**src/rtl/in_port_pkg.sv**
```systemverilog
// Shared definitions for the multi-channel input port: idle address, parameter
// legality checks, clog2 helper and the per-channel FIFO status record.
package in_port_pkg;

  localparam int STAT_CNT_W = 16;

  // Wide all-ones constant; each user slices it to its own address width.
  localparam logic [15:0] IDLE_ADDR = '1;

  function automatic int clog2(input int value);
    int r;
    r = 0;
    for (int i = 0; i < 32; i++) begin
      if ((1 << r) < value) r++;
    end
    return r;
  endfunction

  function automatic bit depth_ok(input int depth);
    return (depth >= 2) && ((depth & (depth - 1)) == 0);
  endfunction

  function automatic bit chan_ok(input int num_ch, input int ch_aw);
    return (num_ch >= 1) && (ch_aw <= 16) && (num_ch <= (1 << ch_aw) - 1);
  endfunction

  typedef struct packed {
    logic [STAT_CNT_W-1:0] count;
    logic                  full;
    logic                  empty;
  } chan_status_t;

endpackage

```
**src/rtl/in_port_mc_if.sv**
```systemverilog
// Interconnect/core-facing signal bundle of the multi-channel input port.
interface in_port_mc_if #(
  parameter int DATA_W = 32,
  parameter int NUM_CH = 3,
  parameter int CH_AW  = 2
);
  logic [CH_AW-1:0]  i_addr;
  logic [DATA_W:0]   data_in;
  logic              valid_back;
  logic [CH_AW-1:0]  c_addr;
  logic              c_read;
  logic [DATA_W-1:0] c_data;
  logic              c_err;
  logic [NUM_CH-1:0] ready;
  logic [15:0]       ovf_cnt;

  modport master (
    output i_addr, data_in, c_addr, c_read,
    input  valid_back, c_data, c_err, ready, ovf_cnt
  );

  modport slave (
    input  i_addr, data_in, c_addr, c_read,
    output valid_back, c_data, c_err, ready, ovf_cnt
  );
endinterface

```
**src/rtl/in_port_chan_fifo.sv**
```systemverilog
// Single-channel FIFO: DEPTH entries, pointers wrap naturally (DEPTH is a power of two).
module in_port_chan_fifo
  import in_port_pkg::*;
#(
  parameter int DATA_W = 32,
  parameter int DEPTH  = 2
) (
  input  logic              gclock,
  input  logic              reset,
  input  logic              push,
  input  logic              pop,
  input  logic [DATA_W-1:0] din,
  output logic [DATA_W-1:0] dout,
  output chan_status_t      status
);
  localparam int PW = clog2(DEPTH);
  localparam int CW = PW + 1;

  logic [DATA_W-1:0] mem [DEPTH];
  logic [PW-1:0]     wr_ptr_reg;
  logic [PW-1:0]     rd_ptr_reg;
  logic [CW-1:0]     count_reg;

  always_ff @(posedge gclock) begin
    if (!reset) begin
      wr_ptr_reg <= '0;
      rd_ptr_reg <= '0;
      count_reg  <= '0;
    end else begin
      if (push) wr_ptr_reg <= wr_ptr_reg + PW'(1);
      if (pop)  rd_ptr_reg <= rd_ptr_reg + PW'(1);
      count_reg <= count_reg + CW'(push) - CW'(pop);
    end
  end

  // Storage is not reset; the pointers alone define what is valid.
  always_ff @(posedge gclock) begin
    if (push) mem[wr_ptr_reg] <= din;
  end

  assign dout         = mem[rd_ptr_reg];
  assign status.count = STAT_CNT_W'(count_reg);
  assign status.full  = (count_reg == CW'(DEPTH));
  assign status.empty = (count_reg == '0);

endmodule

```
**src/rtl/in_port_mc.sv**
```systemverilog
// Multi-channel input port: per-channel FIFOs between interconnect and core.
// Optional rejected-write counter enabled by defining IN_PORT_OVF_CNT_EN.
module in_port_mc
  import in_port_pkg::*;
#(
  parameter int DATA_W = 32,
  parameter int NUM_CH = 3,
  parameter int CH_AW  = 2,
  parameter int DEPTH  = 2
) (
  input  logic    gclock,
  input  logic    reset,
  in_port_mc_if.slave bus
);
  localparam logic [CH_AW-1:0] IDLE     = IDLE_ADDR[CH_AW-1:0];
  localparam logic [CH_AW-1:0] NUM_CH_A = CH_AW'(NUM_CH);

  if (!depth_ok(DEPTH)) begin : g_bad_depth
    $error("in_port_mc: DEPTH must be a power of two >= 2");
  end
  if (!chan_ok(NUM_CH, CH_AW)) begin : g_bad_chan
    $error("in_port_mc: NUM_CH must be <= 2**CH_AW-1");
  end

  chan_status_t            st        [NUM_CH];
  logic [DATA_W-1:0]       fifo_dout [NUM_CH];
  logic [STAT_CNT_W-1:0]   nxt_cnt   [NUM_CH];
  logic [NUM_CH-1:0]       push;
  logic [NUM_CH-1:0]       pop;
  logic [NUM_CH-1:0]       ready_next;
  logic                    wr;
  logic                    rd_req;
  logic                    pop_any;
  logic                    valid_back_next;
  logic                    c_err_next;
  logic [DATA_W-1:0]       c_data_next;
  logic [DATA_W-1:0]       head;

  logic                    valid_back_reg;
  logic                    c_err_reg;
  logic [DATA_W-1:0]       c_data_reg;
  logic [NUM_CH-1:0]       ready_reg;

  assign wr     = bus.data_in[DATA_W] && (bus.i_addr != IDLE) && (bus.i_addr < NUM_CH_A);
  assign rd_req = bus.c_read && (bus.c_addr < NUM_CH_A);

  // Full/empty are judged on the pre-edge state, so a full channel cannot
  // reuse the slot freed by a same-cycle read and an empty one cannot bypass.
  for (genvar gi = 0; gi < NUM_CH; gi++) begin : g_chan
    assign push[gi]       = wr && (bus.i_addr == CH_AW'(gi)) && !st[gi].full;
    assign pop[gi]        = rd_req && (bus.c_addr == CH_AW'(gi)) && !st[gi].empty;
    assign nxt_cnt[gi]    = st[gi].count + STAT_CNT_W'(push[gi]) - STAT_CNT_W'(pop[gi]);
    assign ready_next[gi] = (nxt_cnt[gi] != '0);

    in_port_chan_fifo #(
      .DATA_W (DATA_W),
      .DEPTH  (DEPTH)
    ) u_fifo (
      .gclock (gclock),
      .reset  (reset),
      .push   (push[gi]),
      .pop    (pop[gi]),
      .din    (bus.data_in[DATA_W-1:0]),
      .dout   (fifo_dout[gi]),
      .status (st[gi])
    );
  end

  always_comb begin
    head = '0;
    for (int n = 0; n < NUM_CH; n++) begin
      if (pop[n]) head = fifo_dout[n];
    end
  end

  assign pop_any         = |pop;
  assign valid_back_next = wr && !(|push);
  assign c_data_next     = pop_any ? head : c_data_reg;
  assign c_err_next      = bus.c_read ? !pop_any : c_err_reg;

  always_ff @(posedge gclock) begin
    if (!reset) begin
      valid_back_reg <= 1'b0;
      c_err_reg      <= 1'b0;
      c_data_reg     <= '0;
      ready_reg      <= '0;
    end else begin
      valid_back_reg <= valid_back_next;
      c_err_reg      <= c_err_next;
      c_data_reg     <= c_data_next;
      ready_reg      <= ready_next;
    end
  end

  assign bus.valid_back = valid_back_reg;
  assign bus.c_err      = c_err_reg;
  assign bus.c_data     = c_data_reg;
  assign bus.ready      = ready_reg;

`ifdef IN_PORT_OVF_CNT_EN
  logic [15:0] ovf_cnt_reg;

  always_ff @(posedge gclock) begin
    if (!reset) begin
      ovf_cnt_reg <= '0;
    end else if (valid_back_next && (ovf_cnt_reg != 16'hFFFF)) begin
      ovf_cnt_reg <= ovf_cnt_reg + 16'd1;
    end
  end

  assign bus.ovf_cnt = ovf_cnt_reg;
`else
  assign bus.ovf_cnt = 16'h0;
`endif

endmodule

```
**src/flat_wrapper.sv**
```systemverilog
// flat-port wrapper written by rule: the top's interface ports become plain ports
module in_port_mc_flat import in_port_pkg::*;
#(
  parameter int DATA_W = 32,
  parameter int NUM_CH = 3,
  parameter int CH_AW  = 2,
  parameter int DEPTH  = 2
)
  (gclock, reset, bus_i_addr, bus_data_in, bus_c_addr, bus_c_read, bus_valid_back, bus_c_data, bus_c_err, bus_ready, bus_ovf_cnt);
  in_port_mc_if #(.DATA_W(DATA_W), .NUM_CH(NUM_CH), .CH_AW(CH_AW)) bus_i ();
  input  logic gclock;
  input  logic reset;
  input wire logic [$bits(bus_i.i_addr)-1:0] bus_i_addr;
  input wire logic [$bits(bus_i.data_in)-1:0] bus_data_in;
  input wire logic [$bits(bus_i.c_addr)-1:0] bus_c_addr;
  input wire logic [$bits(bus_i.c_read)-1:0] bus_c_read;
  output wire logic [$bits(bus_i.valid_back)-1:0] bus_valid_back;
  output wire logic [$bits(bus_i.c_data)-1:0] bus_c_data;
  output wire logic [$bits(bus_i.c_err)-1:0] bus_c_err;
  output wire logic [$bits(bus_i.ready)-1:0] bus_ready;
  output wire logic [$bits(bus_i.ovf_cnt)-1:0] bus_ovf_cnt;
  assign bus_i.i_addr = bus_i_addr;
  assign bus_i.data_in = bus_data_in;
  assign bus_i.c_addr = bus_c_addr;
  assign bus_i.c_read = bus_c_read;
  assign bus_valid_back = bus_i.valid_back;
  assign bus_c_data = bus_i.c_data;
  assign bus_c_err = bus_i.c_err;
  assign bus_ready = bus_i.ready;
  assign bus_ovf_cnt = bus_i.ovf_cnt;
  in_port_mc #(.DATA_W(DATA_W), .NUM_CH(NUM_CH), .CH_AW(CH_AW), .DEPTH(DEPTH)) u_core (.gclock(gclock), .reset(reset), .bus(bus_i));
endmodule
```
**config.mk**
```make
export PLATFORM = sky130hd
export DESIGN_NAME = in_port_mc_flat
export DESIGN_NICKNAME = d
export VERILOG_FILES = /design/src/rtl/in_port_pkg.sv /design/src/rtl/in_port_mc_if.sv /design/src/rtl/in_port_chan_fifo.sv /design/src/rtl/in_port_mc.sv /design/src/flat_wrapper.sv
export SDC_FILE = /design/constraint.sdc
export NUM_CORES = 1
export LEC_CHECK = 0
export CAP_MARGIN = 10
export CORE_AREA = 4 4 186 188
export CTS_BUF_LIST = sky130_fd_sc_hd__clkbuf_4 sky130_fd_sc_hd__clkbuf_8
export CTS_CLUSTER_SIZE = 40
export DETAILED_ROUTE_END_ITERATION = 12
export DIE_AREA = 0 0 190 192
export PLACE_DENSITY_LB_ADDON = 0.08
export SYNTH_ARGS = -nofsm -noshare
export SYNTH_HDL_FRONTEND = slang
export SYNTH_SLANG_ARGS = --single-unit
export TNS_END_PERCENT = 100
```
**constraint.sdc**
```tcl
create_clock -name gclock -period 4.8 [get_ports gclock]
set_input_delay 1.2 -clock gclock [delete_from_list [all_inputs] [get_ports gclock]]
set_output_delay 1.2 -clock gclock [all_outputs]
set_load 0.005 [all_outputs]
```
==> results.ini, run 1 <==
[run_status]
status = finished clean

[pwr]
fin_total_pwr_mw = 4.45
power.density_nw_per_um2 = 376
power.static_leakage_nw = 3.76
irDropWorstVdd_v = 0.000159

[drt]
routed-via-count = 5383
via_per_inst = 4.49
avgRoutedWirePerCell_um = 18.7
antenna_violating_nets_post_route = 0
detail_route.drc_violations = 0
detail_route.iter0.violations = 170
drt-total-wl_um = 22500
detailedRoute.firstPassIterationCount = 4

[min_path]
worstHoldPathType = reg -> reg

[logic_synthesis]
ys.flop_type = edfxtp_1
postSynthCellCount = 628
synth.yosys.seq_area_share = 0.694
synth_largest_area_cell = edfxtp_1
synth.top_cells.by_count = edfxtp_1, dfxtp_1, mux2i_1
synth_async_sr_flop_share = 0
yosys-top-cells-area = edfxtp_1, dfxtp_1, mux2i_1
synth_edf_count = 192
synthDominantCellAreaShare = 0.588
ys_warn_count = 0
synth_seq_cells = 244
avgSynthCellArea_um2 = 15.6
synth_most_common_cell = edfxtp_1
netlist_area_um2 = 9810
ys_types = 42

[setup_path]
crit_arrival_ns = 3.51
start_kind = primary input
worstPathRequired_ns = 5.21
crit_fanout = 8
worst_setup_path_end_kind = register
worst_path_dominant_cell_family = simple AND/OR/NAND/NOR gates
critical_path.n_buffers_inverters = 1
setup.reg_to_reg.worst_slack_ns = 2.48
path_cells = clkdlybuf4s50_1 -> and3_1 -> nand2_1 -> ha_1 -> nor2b_1 -> ha_1 -> nand2_1 -> nor3_1 -> a21boi_0
timing.critical_path.slowest_cell_delay_ns = 0.73
worstSetupPathType = in -> reg
critical_path.slowest_cell = clkdlybuf4s50_1

[global_routing]
first_global_vias = 5762
global_route.usage.total = 0.124
grt.busiest_layer = met2
grt_util_met3 = 0.0265
remaining_global_route_overflow = 0
global_route.usage.met1 = 0.162
grt_pass1_wl_um = 34500
antenna_violations_before_repair = 0
grt_max_degree = 42
grt_use_met2 = 0.207

[placement]
detailedPlacementHpwl_um = 12900
port_buffers = 76
globalplace.congestion = 0.695

[timing]
setup_viol = 0
finalCritPeriodShare = 0.645
timing.fmax_mhz = 323
timing_hold_violations_final = 0
period_needed_ns = 3.10
tns_ns = 0
tightestPinTransition_ns = 1.10
rsz0062_at_grt = false
maxSlewViolCount = 0
slew_headroom = 0.263
timing.clock.skew_ns = 0.0142

[layout]
insertedDiodeCount = 0
finalCoreUtilization = 0.357
multi_input_gate_area_in_the_final_layout_um2 = 2740
layout.area.seq_um2 = 6810
layout-drive-gt1-share = 0.191
num-nets-final = 779
fillCellCount = 3194
flip_flop_count_of_the_largest_register_after_layout = 192
area_delta_synth_final_pct = 20.5

[clock_tree]
clock_tree.htree_level_count = 2
clock_latency_at_the_later_pin_of_the_worst_skew_pair_ns = 0.54
clock_transition_time_at_the_flip_flop_clock_pins_of_the_worst_setup_and_hold_paths_ns = 0.06
tritoncts = yes
number_of_setup_buffers_added_after_cts = 0
buffer_levels_on_the_longest_clock_path = 3
numCtsBuffers = 43
cts_resized = 0
ctsHoldBuffers = 0
cts_root_buffer = clkbuf_8
clock-sinks = 244

[floorplanning]
floorplan.core_area_um2 = 33100
num_rows = 67
num_io_pins = 93
starting_density_of_the_core = 0.296
die_outline_area_um2 = 36500
floorplan_die_height_um = 192
horizontal_die_dimension_um = 190

[flow_run]
max_cap_violations = 0

[layer usage]
metal	wire, µm	part of all wire
met1	10200	0.45
met2	10700	0.48
met3	1050	0.047
met4	483	0.022
met5	0	0
[path summary, 6_finish.rpt]
kind                                             start               endpoint  depth (start not counted)
setup / recovery                         bus_i_addr[1]    u_core.bus.ready[2]                          9
hold / removal      u_core.g_chan[1].u_fifo.mem[0][12]  u_core.bus.c_data[12]                          2
setup reg to reg  u_core.g_chan[2].u_fifo.count_reg[1]    u_core.bus.ready[2]                          9
hold reg to reg     u_core.g_chan[1].u_fifo.mem[0][12]  u_core.bus.c_data[12]                          2
[tightest hold or removal path, delay by kind of cell (launching register included)]
| kind | cells | cell delay, ns |
|---|---|---|
| AO/OA/AOI/OAI | 2 | 0.18 |
| flip-flops | 1 | 0.32 |
[kinds of logic (layout without fill, tap and decap cells)]
| group | count (synthesis) | after routing | synth area share |
|---|---|---|---|
| compound gates | 78 | 78 | 0.0666 |
| other cells | 1 | 16 | 0.000382 |
| fa+ha+maj | 18 | 18 | 0.0230 |
| mux | 96 | 96 | 0.104 |
| buf+inv | 69 | 176 | 0.0381 |
| simple gates | 110 | 110 | 0.0641 |
| flops | 244 | 244 | 0.694 |
| xor+xnor | 12 | 12 | 0.0107 |
[placed cells by master (no fill, tap or decap), types with 4 or more instances in the layout]
| cell | netlist | layout |
|---|---|---|
| a22oi_1 | 10 | 10 |
| and2_1 | 12 | 9 |
| buf_4 | 21 | 9 |
| clkbuf_4 | 0 | 17 |
| clkbuf_8 | 0 | 48 |
| clkdlybuf4s50_1 | 0 | 75 |
| clkinv_1 | 0 | 6 |
| conb_1 | 1 | 16 |
| dfxtp_1 | 52 | 49 |
| edfxtp_1 | 192 | 192 |
| ha_1 | 18 | 18 |
| inv_1 | 12 | 12 |
| inv_2 | 4 | 4 |
| mux2_2 | 44 | 44 |
| mux2i_1 | 52 | 52 |
| nand2_1 | 18 | 18 |
| nand2b_1 | 24 | 24 |
| nand3_1 | 24 | 24 |
| nor2b_1 | 12 | 11 |
| nor3_1 | 4 | 4 |
| o2111a_1 | 10 | 10 |
| o2111ai_1 | 22 | 22 |
| o211ai_1 | 22 | 22 |
| o21ai_0 | 5 | 5 |
| xnor2_1 | 9 | 9 |
[area by class of cell]
cell class                 instances  area share
sequential                       244       0.576
multi-input combinational        330       0.231
timing repair buffer              85      0.0696
clock buffer                      65      0.0667
tap                              448      0.0474
inverter                          17     0.00561
clock inverter                     9     0.00339
[report_power, final]
part           internal (mW)  leakage (nW)  switching (mW)
Sequential              2.34          2.17          0.0301
Clock                   1.04         0.441           0.793
Combinational          0.115          1.16           0.131
[stage by stage]
step	instances	instance area [µm²]	hold slack [ns]	setup WS, ns
after floorplan	643	9880	0.498	1.09
after global placement	1124	11000	0.514	1.16
after detailed placement	1124	11000	0.516	1.12
after CTS	1198	11800	0.537	1.68
after global routing	1198	11800	0.559	1.54
final	1198	11800	0.537	1.70
No activity file was read; power rests on OpenSTA's default activity.
==> run 2, diff against run 1 <==
==> constraint.sdc (replaced) <==
create_clock -name gclock -period 3.05 [get_ports gclock]
set_input_delay 0.7625 -clock gclock [delete_from_list [all_inputs] [get_ports gclock]]
set_output_delay 0.7625 -clock gclock [all_outputs]
set_load 0.005 [all_outputs]
==> run 2 against run 1 <==
Compared with the run above: sequential share of layout area fell by 1.5 points; utilization up 0.98 points; power up 62%; first-iteration DRC count up 22%; register-to-register slack got worse by 1.5 ns; non-clock buffer count rose by 20; final cell count grew 2.5%; clock power rose by 68%; clock skew rose by 0.016 ns; flip-flop and latch count stayed put; die area is the same; sequential power is 57% higher; largest cell class unchanged.
==> results.ini, run 2 (synthesis results as in run 1) <==
[global_routing]
grt_max_degree = 45  ; +7.1%
first_global_vias = 6100  ; +5.9%
antenna_violations_before_repair = 1  ; +1
grt_pass1_wl_um = 36400  ; +5.6%
global_route.usage.total = 0.131  ; +0.00721
remaining_global_route_overflow = 0  ; unchanged

[pwr]
combinationalPowerShare = 0.058  ; +0.003
irDropWorstVdd_v = 0.000326  ; +100%
power.share.clock = 0.426  ; +0.014
power.static_leakage_nw = 3.93  ; +4.5%
power_frac_seq = 0.516  ; -0.017
cellInternalPower_mw = 5.63  ; +61%
net-switching-power_mw = 1.58  ; +66%
power.switching_fraction = 0.220  ; +0.00489
power.density_nw_per_um2 = 594  ; +58%

[drt]
antenna_violating_nets_post_route = 0  ; unchanged
avgRoutedWirePerCell_um = 19.2  ; +2.7%
wl_met1_um = 10700  ; +4.9%
drt-total-wl_um = 23600  ; +5.2%
met3_wl_um = 961  ; -8.5%
detail_route.drc_violations = 0  ; unchanged
via_per_inst = 4.53  ; +0.87%
highest_layer = met5
detail_route.iter0.violations = 207  ; +22%
routed-via-count = 5566  ; +3.4%
met2RoutedLength_um = 11500  ; +6.6%
detailedRoute.firstPassIterationCount = 4  ; unchanged

[floorplanning]
die_outline_area_um2 = 36500  ; unchanged
starting_density_of_the_core = 0.296  ; unchanged
horizontal_die_dimension_um = 190  ; unchanged
floorplan.core_area_um2 = 33100  ; unchanged
num_rows = 67  ; unchanged
floorplan_die_height_um = 192  ; unchanged
num_io_pins = 93  ; unchanged

[clock_tree]
buffer_levels_on_the_longest_clock_path = 3  ; unchanged
tritoncts = yes
ctsHoldBuffers = 0  ; unchanged
clock_latency_at_the_later_pin_of_the_worst_skew_pair_ns = 0.55  ; about the same
cts_root_buffer = clkbuf_8
cts_resized = 0  ; unchanged
number_of_setup_buffers_added_after_cts = 0  ; unchanged
clock-sinks = 244  ; unchanged
clock_transition_time_at_the_flip_flop_clock_pins_of_the_worst_setup_and_hold_paths_ns = 0.06  ; about the same
clock_tree.htree_level_count = 2  ; unchanged
numCtsBuffers = 45  ; +4.7%

[layout]
area_delta_synth_final_pct = 23.8
num-nets-final = 801  ; +2.8%
finalCoreUtilization = 0.367  ; +0.00979
layout-drive-gt1-share = 0.217  ; +0.0263
flip_flop_count_of_the_largest_register_after_layout = 192  ; unchanged
mostFrequentLayoutCell = edfxtp_1
fillCellCount = 3168  ; -0.81%
final_cell_mix = edfxtp_1, clkdlybuf4s50_1, mux2i_1

[setup_path]
worst_reg_to_reg_path_cell_count = 9  ; unchanged
worst_path_dominant_cell_family = simple AND/OR/NAND/NOR gates
worst_setup_path_end_kind = register
critical_path.n_buffers_inverters = 1  ; unchanged
r2r_end = u_core.bus.ready[1]
setup.reg_to_reg.worst_slack_ns = 1.01  ; -1.47 ns
r2r-start = u_core.g_chan[1].u_fifo.count_reg[1]
worstSetupPathType = in -> reg
path_cells = clkdlybuf4s50_1 -> nand2b_1 -> nor3_2 -> nand2_1 -> ha_1 -> nor2b_1 -> ha_1 -> nand2_1 -> nor3_1 -> a21boi_0
crit_fanout = 4  ; -4
stages_on_worst_setup_path = 10  ; +1
critical_path.slowest_cell = clkdlybuf4s50_1
crit_arrival_ns = 2.76  ; -0.75 ns
critPathCapture = u_core.bus.ready[0]
worstPathRequired_ns = 3.46  ; -1.75 ns
crit_path_from = bus_i_addr[0]
start_kind = primary input
timing.critical_path.slowest_cell_delay_ns = 0.46  ; -0.27 ns

[timing]
setup_viol = 0  ; unchanged
finalCritPeriodShare = 0.768
slew_headroom = 0.457  ; +0.194
tns_ns = 0  ; unchanged
timing.clock.skew_ns = 0.0301  ; +0.0159 ns
period_needed_ns = 2.34
tightestPinTransition_ns = 0.814  ; -0.291 ns
timing_hold_violations_final = 0  ; unchanged
maxSlewViolCount = 0  ; unchanged
timing.fmax_mhz = 427
rsz0062_at_grt = false

[run_status]
status = finished clean

[placement]
port_buffers = 76  ; unchanged
detailedPlacementHpwl_um = 13800  ; +7.0%
globalplace.congestion = 0.698  ; +0.37%

[min_path]
min_delay_path_depth = 2  ; unchanged
worstHoldPathType = reg -> reg

[flow_run]
max_cap_violations = 0  ; unchanged

run 2: area by class of cell:
type / instances / area, µm² / area share
diodes: 1 / 2.50 / 0.000206
clock buffers: 66 / 790 / 0.0650
clock inverters: 17 / 110 / 0.00906
inverters: 17 / 66.3 / 0.00546
multi-input cells: 330 / 2740 / 0.225
flip-flops and latches: 244 / 6810 / 0.560
well taps: 448 / 561 / 0.0461
repair buffers: 105 / 1070 / 0.0884
run 2: worst min path at each step:
stage,from,end,slack [ns]
6_report,u_core.bus.c_err,u_core.bus.c_err,0.51
5_1_grt,u_core.g_chan[1].u_fifo.mem[0][16],u_core.bus.c_data[16],0.56
4_1_cts,u_core.bus.c_err,u_core.bus.c_err,0.52
3_5_place_dp,u_core.bus.c_err,u_core.bus.c_err,0.50
3_3_place_gp,u_core.bus.c_err,u_core.bus.c_err,0.50
2_1_floorplan,u_core.bus.c_err,u_core.bus.c_err,0.50
run 2: power groups by stage:
stage / Clock, mW / Sequential (mW) / Combinational [mW]
floorplan: 0 / 3.78 / 0.211
global placement: 0 / 3.79 / 0.418
detailed placement: 0 / 3.79 / 0.425
CTS: 3.19 / 3.73 / 0.428
global route: 3.36 / 3.73 / 0.461
finish: 3.07 / 3.72 / 0.416
run 2: metrics by stage:
step / hold slack (ns) / instance area [µm²] / setup WS [ns] / total power, mW / cells
4_1_cts: 0.522 / 12100 / 0.732 / 7.34 / 1227
5_1_grt: 0.563 / 12100 / 0.560 / 7.55 / 1227
3_5_place_dp: 0.501 / 11200 / 0.154 / 4.22 / 1144
2_1_floorplan: 0.498 / 9900 / 0.525 / 3.99 / 643
6_report: 0.515 / 12200 / 0.707 / 7.21 / 1228
3_3_place_gp: 0.496 / 11200 / 0.171 / 4.21 / 1144
run 2: worst reg2reg max path: stages (launching register included):
cell and delay (ns):
dfxtp_1 0.40, nor2b_1 0.38, nor3_2 0.12, xnor2_1 0.15, ha_1 0.19, nor2b_1 0.13, ha_1 0.26, nand2_1 0.04
nor3_1 0.13, a21boi_0 0.11
run 2: layer usage:
| layer | vias to the layer above | track usage |
|---|---|---|
| li1 | 2604 | - |
| met1 | 2802 | 0.169 |
| met2 | 115 | 0.222 |
| met3 | 43 | 0.0298 |
| met4 | 2 | 0.0376 |
| met5 | - | 0 |
